--- config.mk ---
export PLATFORM = sky130hd
export DESIGN_NAME = simmem_delay_releaser
export DESIGN_NICKNAME = d
export VERILOG_FILES = /design/src/rtl/simmem_delay_releaser.sv
export SDC_FILE = /design/constraint.sdc
export NUM_CORES = 1
export LEC_CHECK = 0
export ABC_AREA = 0
export BUFFER_PORTS_ARGS = -buffer_cell sky130_fd_sc_hd__buf_2
export CAP_MARGIN = 20
export CORE_MARGIN = 2
export CORE_UTILIZATION = 40
export CTS_CLUSTER_DIAMETER = 200
export DETAILED_ROUTE_END_ITERATION = 8
export SLEW_MARGIN = 20
export SYNTH_ARGS = -nofsm -noshare
export SYNTH_HDL_FRONTEND = slang
export SYNTH_SLANG_ARGS = --single-unit
--- constraint.sdc ---
create_clock -name clk_i -period 2.35 [get_ports clk_i]
set_input_delay 0.1175 -clock clk_i [delete_from_list [all_inputs] [get_ports clk_i]]
set_output_delay 0.1175 -clock clk_i [all_outputs]
set_load 0.01 [all_outputs]
--- src/rtl/simmem_delay_releaser.sv ---
// Per-ID release scheduler: holds delay requests in slots and raises release_en per expired ID.
// Optional sticky spurious-release flag on err_o when SIMMEM_RELEASER_ERR_EN is defined.
module simmem_delay_releaser #(
  parameter int unsigned IDWidth    = 4,
  parameter int unsigned NumSlots   = 8,
  parameter int unsigned DelayWidth = 8
) (
  input  logic                    clk_i,
  input  logic                    rst_i,
  input  logic                    in_valid_i,
  output logic                    in_ready_o,
  input  logic [IDWidth-1:0]      in_id_i,
  input  logic [DelayWidth-1:0]   in_delay_i,
  output logic [2**IDWidth-1:0]   release_en_o,
  input  logic                    rel_done_i,
  input  logic [IDWidth-1:0]      rel_id_i,
  output logic                    err_o
);

  typedef enum logic [1:0] {
    SlotFree     = 2'd0,
    SlotCounting = 2'd1,
    SlotExpired  = 2'd2
  } slot_state_e;

  slot_state_e             state_q [NumSlots];
  slot_state_e             state_d [NumSlots];
  logic [IDWidth-1:0]      id_q    [NumSlots];
  logic [IDWidth-1:0]      id_d    [NumSlots];
  logic [DelayWidth-1:0]   cnt_q   [NumSlots];
  logic [DelayWidth-1:0]   cnt_d   [NumSlots];
  logic                    alloc_done;
  logic                    retire_hit;

  // Slot registers
  always_ff @(posedge clk_i) begin
    if (rst_i) begin
      for (int unsigned s = 0; s < NumSlots; s++) begin
        state_q[s] <= SlotFree;
        id_q[s]    <= '0;
        cnt_q[s]   <= '0;
      end
    end else begin
      state_q <= state_d;
      id_q    <= id_d;
      cnt_q   <= cnt_d;
    end
  end

  // Count, retire and allocate; retire and allocate both look only at registered
  // state, so a slot freed this cycle cannot be reallocated until the next one.
  always_comb begin
    state_d    = state_q;
    id_d       = id_q;
    cnt_d      = cnt_q;
    alloc_done = 1'b0;
    retire_hit = 1'b0;
    for (int unsigned s = 0; s < NumSlots; s++) begin
      if (state_q[s] == SlotCounting) begin
        if (cnt_q[s] > DelayWidth'(1)) begin
          cnt_d[s] = cnt_q[s] - DelayWidth'(1);
        end else begin
          state_d[s] = SlotExpired;
          cnt_d[s]   = '0;
        end
      end
      if (rel_done_i && !retire_hit && (state_q[s] == SlotExpired) &&
          (id_q[s] == rel_id_i)) begin
        state_d[s] = SlotFree;
        retire_hit = 1'b1;
      end
      if (in_valid_i && !alloc_done && (state_q[s] == SlotFree)) begin
        alloc_done = 1'b1;
        id_d[s]    = in_id_i;
        if (in_delay_i == '0) begin
          state_d[s] = SlotExpired;
          cnt_d[s]   = '0;
        end else begin
          state_d[s] = SlotCounting;
          cnt_d[s]   = in_delay_i;
        end
      end
    end
  end

  // Release vector and ready, from registered state only
  always_comb begin
    release_en_o = '0;
    in_ready_o   = 1'b0;
    for (int unsigned s = 0; s < NumSlots; s++) begin
      if (state_q[s] == SlotExpired) begin
        release_en_o[id_q[s]] = 1'b1;
      end
      if (state_q[s] == SlotFree) begin
        in_ready_o = 1'b1;
      end
    end
  end

`ifdef SIMMEM_RELEASER_ERR_EN
  logic err_q;
  logic err_d;

  assign err_d = err_q | (rel_done_i & ~retire_hit);

  always_ff @(posedge clk_i) begin
    if (rst_i) begin
      err_q <= 1'b0;
    end else begin
      err_q <= err_d;
    end
  end

  assign err_o = err_q;
`else
  assign err_o = 1'b0;
`endif

endmodule
==> PnR_summary.wiki <==
{| class="wikitable"
! Metric !! Value
|-
| Headroom to the max-slew limit || 53.5%
|-
| Root buffer cell || sky130_fd_sc_hd__clkbuf_16
|-
| Die ar. || 0.0197 mm2
|-
| TritonCTS clock tree || yes
|-
| Area of all placed cells without fillers || 0.00831 mm2
|-
| Setup Viol. Count Final || 0
|-
| Net Count, Synth || 1038
|-
| Core area || 0.0181 mm2
|-
| Max Fanout on Critical Path || 8
|-
| Type of the worst setup path || reg2out
|-
| Buffers on Ports || 36
|-
| Max-cap check violation count || 0
|-
| Setup crit start kind || flop
|-
| LEAKAGE || 3.06 nW
|-
| DRC violation count after routing || 0
|-
| Count of flip-flops with a built-in enable after synthesis || 0
|-
| Antenna violation net count after detailed routing || 0
|-
| Post-CTS Setup Repair Bufs || 0
|-
| Hold Fails Final Rpt || 0
|-
| Arrival time at the worst endpoint || 2120 ps
|-
| Share of total power in combinational logic || 27.2%
|-
| Final total negative setup slack || 0 ps
|-
| Number of vias after detailed routing || 7493
|-
| Cells after synthesis || 1002
|-
| # H-tree levels || 3
|-
| Starting density of the core || 41.1%
|-
| Clock-pin slew reported for the worst setup and hold paths after clock tree synthesis || 90 ps
|-
| Final worst hold slack || 100 ps
|-
| Inst Count DP || 1238
|-
| Area added between synthesis and finish || 11.8%
|-
| Share of total power consumed by net switching || 33.7%
|-
| GRT Resource Usage Total || 22.6%
|-
| Share of the cycle needed by the critical path after routing || 95.2%
|-
| Post-DR wirelength/cell || 17.9 um
|-
| Cts bufs inserted || 9
|-
| First-pass GRT wire length || 35900 um
|-
| Maximum clock frequency || 447 MHz
|-
| Maximum vdd drop || 601 uV
|-
| Routed WL || 22400 um
|-
| Internal power || 3.65 mW
|-
| Number of violations reported at the end of detailed-routing iteration 0 || 774
|-
| Kind of end point of the critical path || output port
|-
| Final period demand of the worst path || 2240 ps
|-
| Number of buffers inserted by hold repair at cts || 0
|-
| Die extent in y || 140 um
|-
| Clock insertion delay at the later pin of the skew report || 370 ps
|-
| Worst clock skew || 16.0 ps
|-
| Post-route non-filler standard cell count || 1254
|-
| Pin count of the biggest net entering global routing || 61
|-
| Area post-placement || 0.00795 mm2
|-
| Final max-slew violation count || 0
|-
| Tightest Hold Check Type || in2reg
|-
| First-pass iteration count of the detailed router || 8
|-
| Post-cts sizing count || 0
|-
| Standard-cell rows || 49
|-
| GP Congestion || 0.945
|-
| Post-DP HPWL || 16400 um
|-
| Horizontal die dimension || 140 um
|-
| Share of post-route cells with drive strength above 1 || 11.7%
|-
| Status || completed
|-
| Share of the core filled with cells || 45.9%
|-
| Actual transition at the worst max-transition pin || 696 ps
|-
| Predominant post-synthesis flop cell || sky130_fd_sc_hd__dfxtp_1
|-
| Part of the Yosys area used for sequential elements || 30.2%
|-
| Number of distinct library cell variants in the gate-level netlist after synthesis || 69
|-
| Total overflow reported by the global router || 0
|-
| Post-synthesis average cell area || 7.42 um2
|-
| Initial antenna violation count || 0
|-
| FILL cells || 1804
|-
| Antenna diodes || 0
|-
| Post-synthesis register bit count || 112
|-
| Top-Level Pins || 38
|-
| Leading cell types in the layout, fill and taps excluded || 151 x sky130_fd_sc_hd__nor2_1, 109 x sky130_fd_sc_hd__dfxtp_1, 79 x sky130_fd_sc_hd__nand2_1
|-
| Final Power || 5.50 mW
|-
| RSZ-0062 raised after global routing || false
|-
| Total net switching power || 1.85 mW
|-
| Final setup margin || 112 ps
|-
| Most common cell after layout, fill and taps aside || sky130_fd_sc_hd__nor2_1
|-
| CTS sink count || 112
|-
| Post-synth design cell area || 0.00743 mm2
|-
| Vias in the first global route || 6910
|-
| Power per cell area || 662 mW/mm2
|-
| Sequential fraction of design power || 40.6%
|-
| Async SR Flop Fraction || 0%
|-
| Number of warning messages in the yosys log || 0
|-
| Number of buffers on the longest clock path || 2
|-
| Portion of total power attributed to the clock network || 32.2%
|-
| Post-place setup slack || 169 ps
|-
| Final #Nets || 1056
|-
| Data required time at the worst endpoint || 2230 ps
|-
| Vias per cell || 5.98
|}
routing by layer:
| metal | up-vias | GRT usage [%] | wire, um |
|---|---|---|---|
| met5 | - | 0 | 0 |
| met4 | 0 | 6.96 | 493 |
| met3 | 35 | 4.55 | 1450 |
| met2 | 272 | 35.3 | 10200 |
| met1 | 3508 | 31.5 | 10300 |
| li1 | 3678 | - | - |
worst max-delay path: stages (launching register included):
cell	delay [ps]
sky130_fd_sc_hd__dfxtp_1	440
sky130_fd_sc_hd__nor2_1	130
sky130_fd_sc_hd__or4_4	570
sky130_fd_sc_hd__or4_1	460
sky130_fd_sc_hd__buf_2	170
power by group through the flow:
stage	clock network (mW)	logic, mW	registers (mW)
final	1.77	1.49	2.23
after floorplan	0	1.15	2.19
after CTS	1.81	1.49	2.22
after global placement	0	1.47	2.26
after global routing	1.89	1.68	2.26
after detailed placement	0	1.48	2.27
cells by family (layout without fill, tap and decap cells):
kind of cell,count (synthesis),count (layout),synth area share (%)
compound gates,248,248,23.1
xor+xnor,54,54,6.36
fa+ha+maj,16,16,2.69
buf+inv,112,135,5.96
flops,112,112,30.2
mux,18,18,2.42
other cells,1,1,0.0505
simple gates,441,441,29.2
Yosys cell counts, types with 9 or more instances:
| cell type | instances | area (um2) |
|---|---|---|
| sky130_fd_sc_hd__xnor2_1 | 25 | 219 |
| sky130_fd_sc_hd__ha_1 | 16 | 200 |
| sky130_fd_sc_hd__nand2_1 | 80 | 300 |
| sky130_fd_sc_hd__a221oi_1 | 21 | 184 |
| sky130_fd_sc_hd__nor3_1 | 50 | 250 |
| sky130_fd_sc_hd__nand3_1 | 35 | 175 |
| sky130_fd_sc_hd__o22ai_1 | 9 | 56.3 |
| sky130_fd_sc_hd__a222oi_1 | 16 | 160 |
| sky130_fd_sc_hd__a21oi_1 | 65 | 325 |
| sky130_fd_sc_hd__clkbuf_1 | 61 | 229 |
| sky130_fd_sc_hd__or3_1 | 11 | 68.8 |
| sky130_fd_sc_hd__inv_1 | 39 | 146 |
| sky130_fd_sc_hd__a31oi_1 | 10 | 62.6 |
| sky130_fd_sc_hd__dfxtp_1 | 112 | 2240 |
| sky130_fd_sc_hd__a32oi_1 | 13 | 114 |
| sky130_fd_sc_hd__nand2b_1 | 19 | 119 |
| sky130_fd_sc_hd__nor2_1 | 151 | 567 |
| sky130_fd_sc_hd__a22oi_1 | 25 | 188 |
| sky130_fd_sc_hd__xor2_1 | 29 | 254 |
| sky130_fd_sc_hd__nor4_1 | 21 | 131 |
| sky130_fd_sc_hd__nor2b_1 | 22 | 138 |
| sky130_fd_sc_hd__o21ai_0 | 40 | 200 |
| sky130_fd_sc_hd__mux2i_1 | 18 | 180 |
state kept, by name, indices dropped and copies added, names as in the netlist:
name	count
cnt_q	64
id_q	32
state_q	16
area by class of cell:
type | instances | area [um2] | share of cell area [%]
clock buffers | 10 | 239 | 2.88
repair buffers | 80 | 513 | 6.18
well taps | 229 | 287 | 3.45
inverters | 39 | 146 | 1.76
clock inverters | 6 | 97.6 | 1.18
multi-input cells | 778 | 4770 | 57.5
flip-flops and latches | 112 | 2250 | 27.1
path summary, 6_finish.rpt:
path / start / end / slack (ps) / depth (start not counted)
setup / recovery: state_q[7] / in_ready_o / 110 / 4
hold / removal: in_id_i[0] / id_q[28] / 100 / 3
setup reg to reg: cnt_q[18] / cnt_q[19] / 150 / 5
hold reg to reg: cnt_q[38] / cnt_q[38] / 480 / 2
No activity file was read; power rests on OpenSTA's default activity.
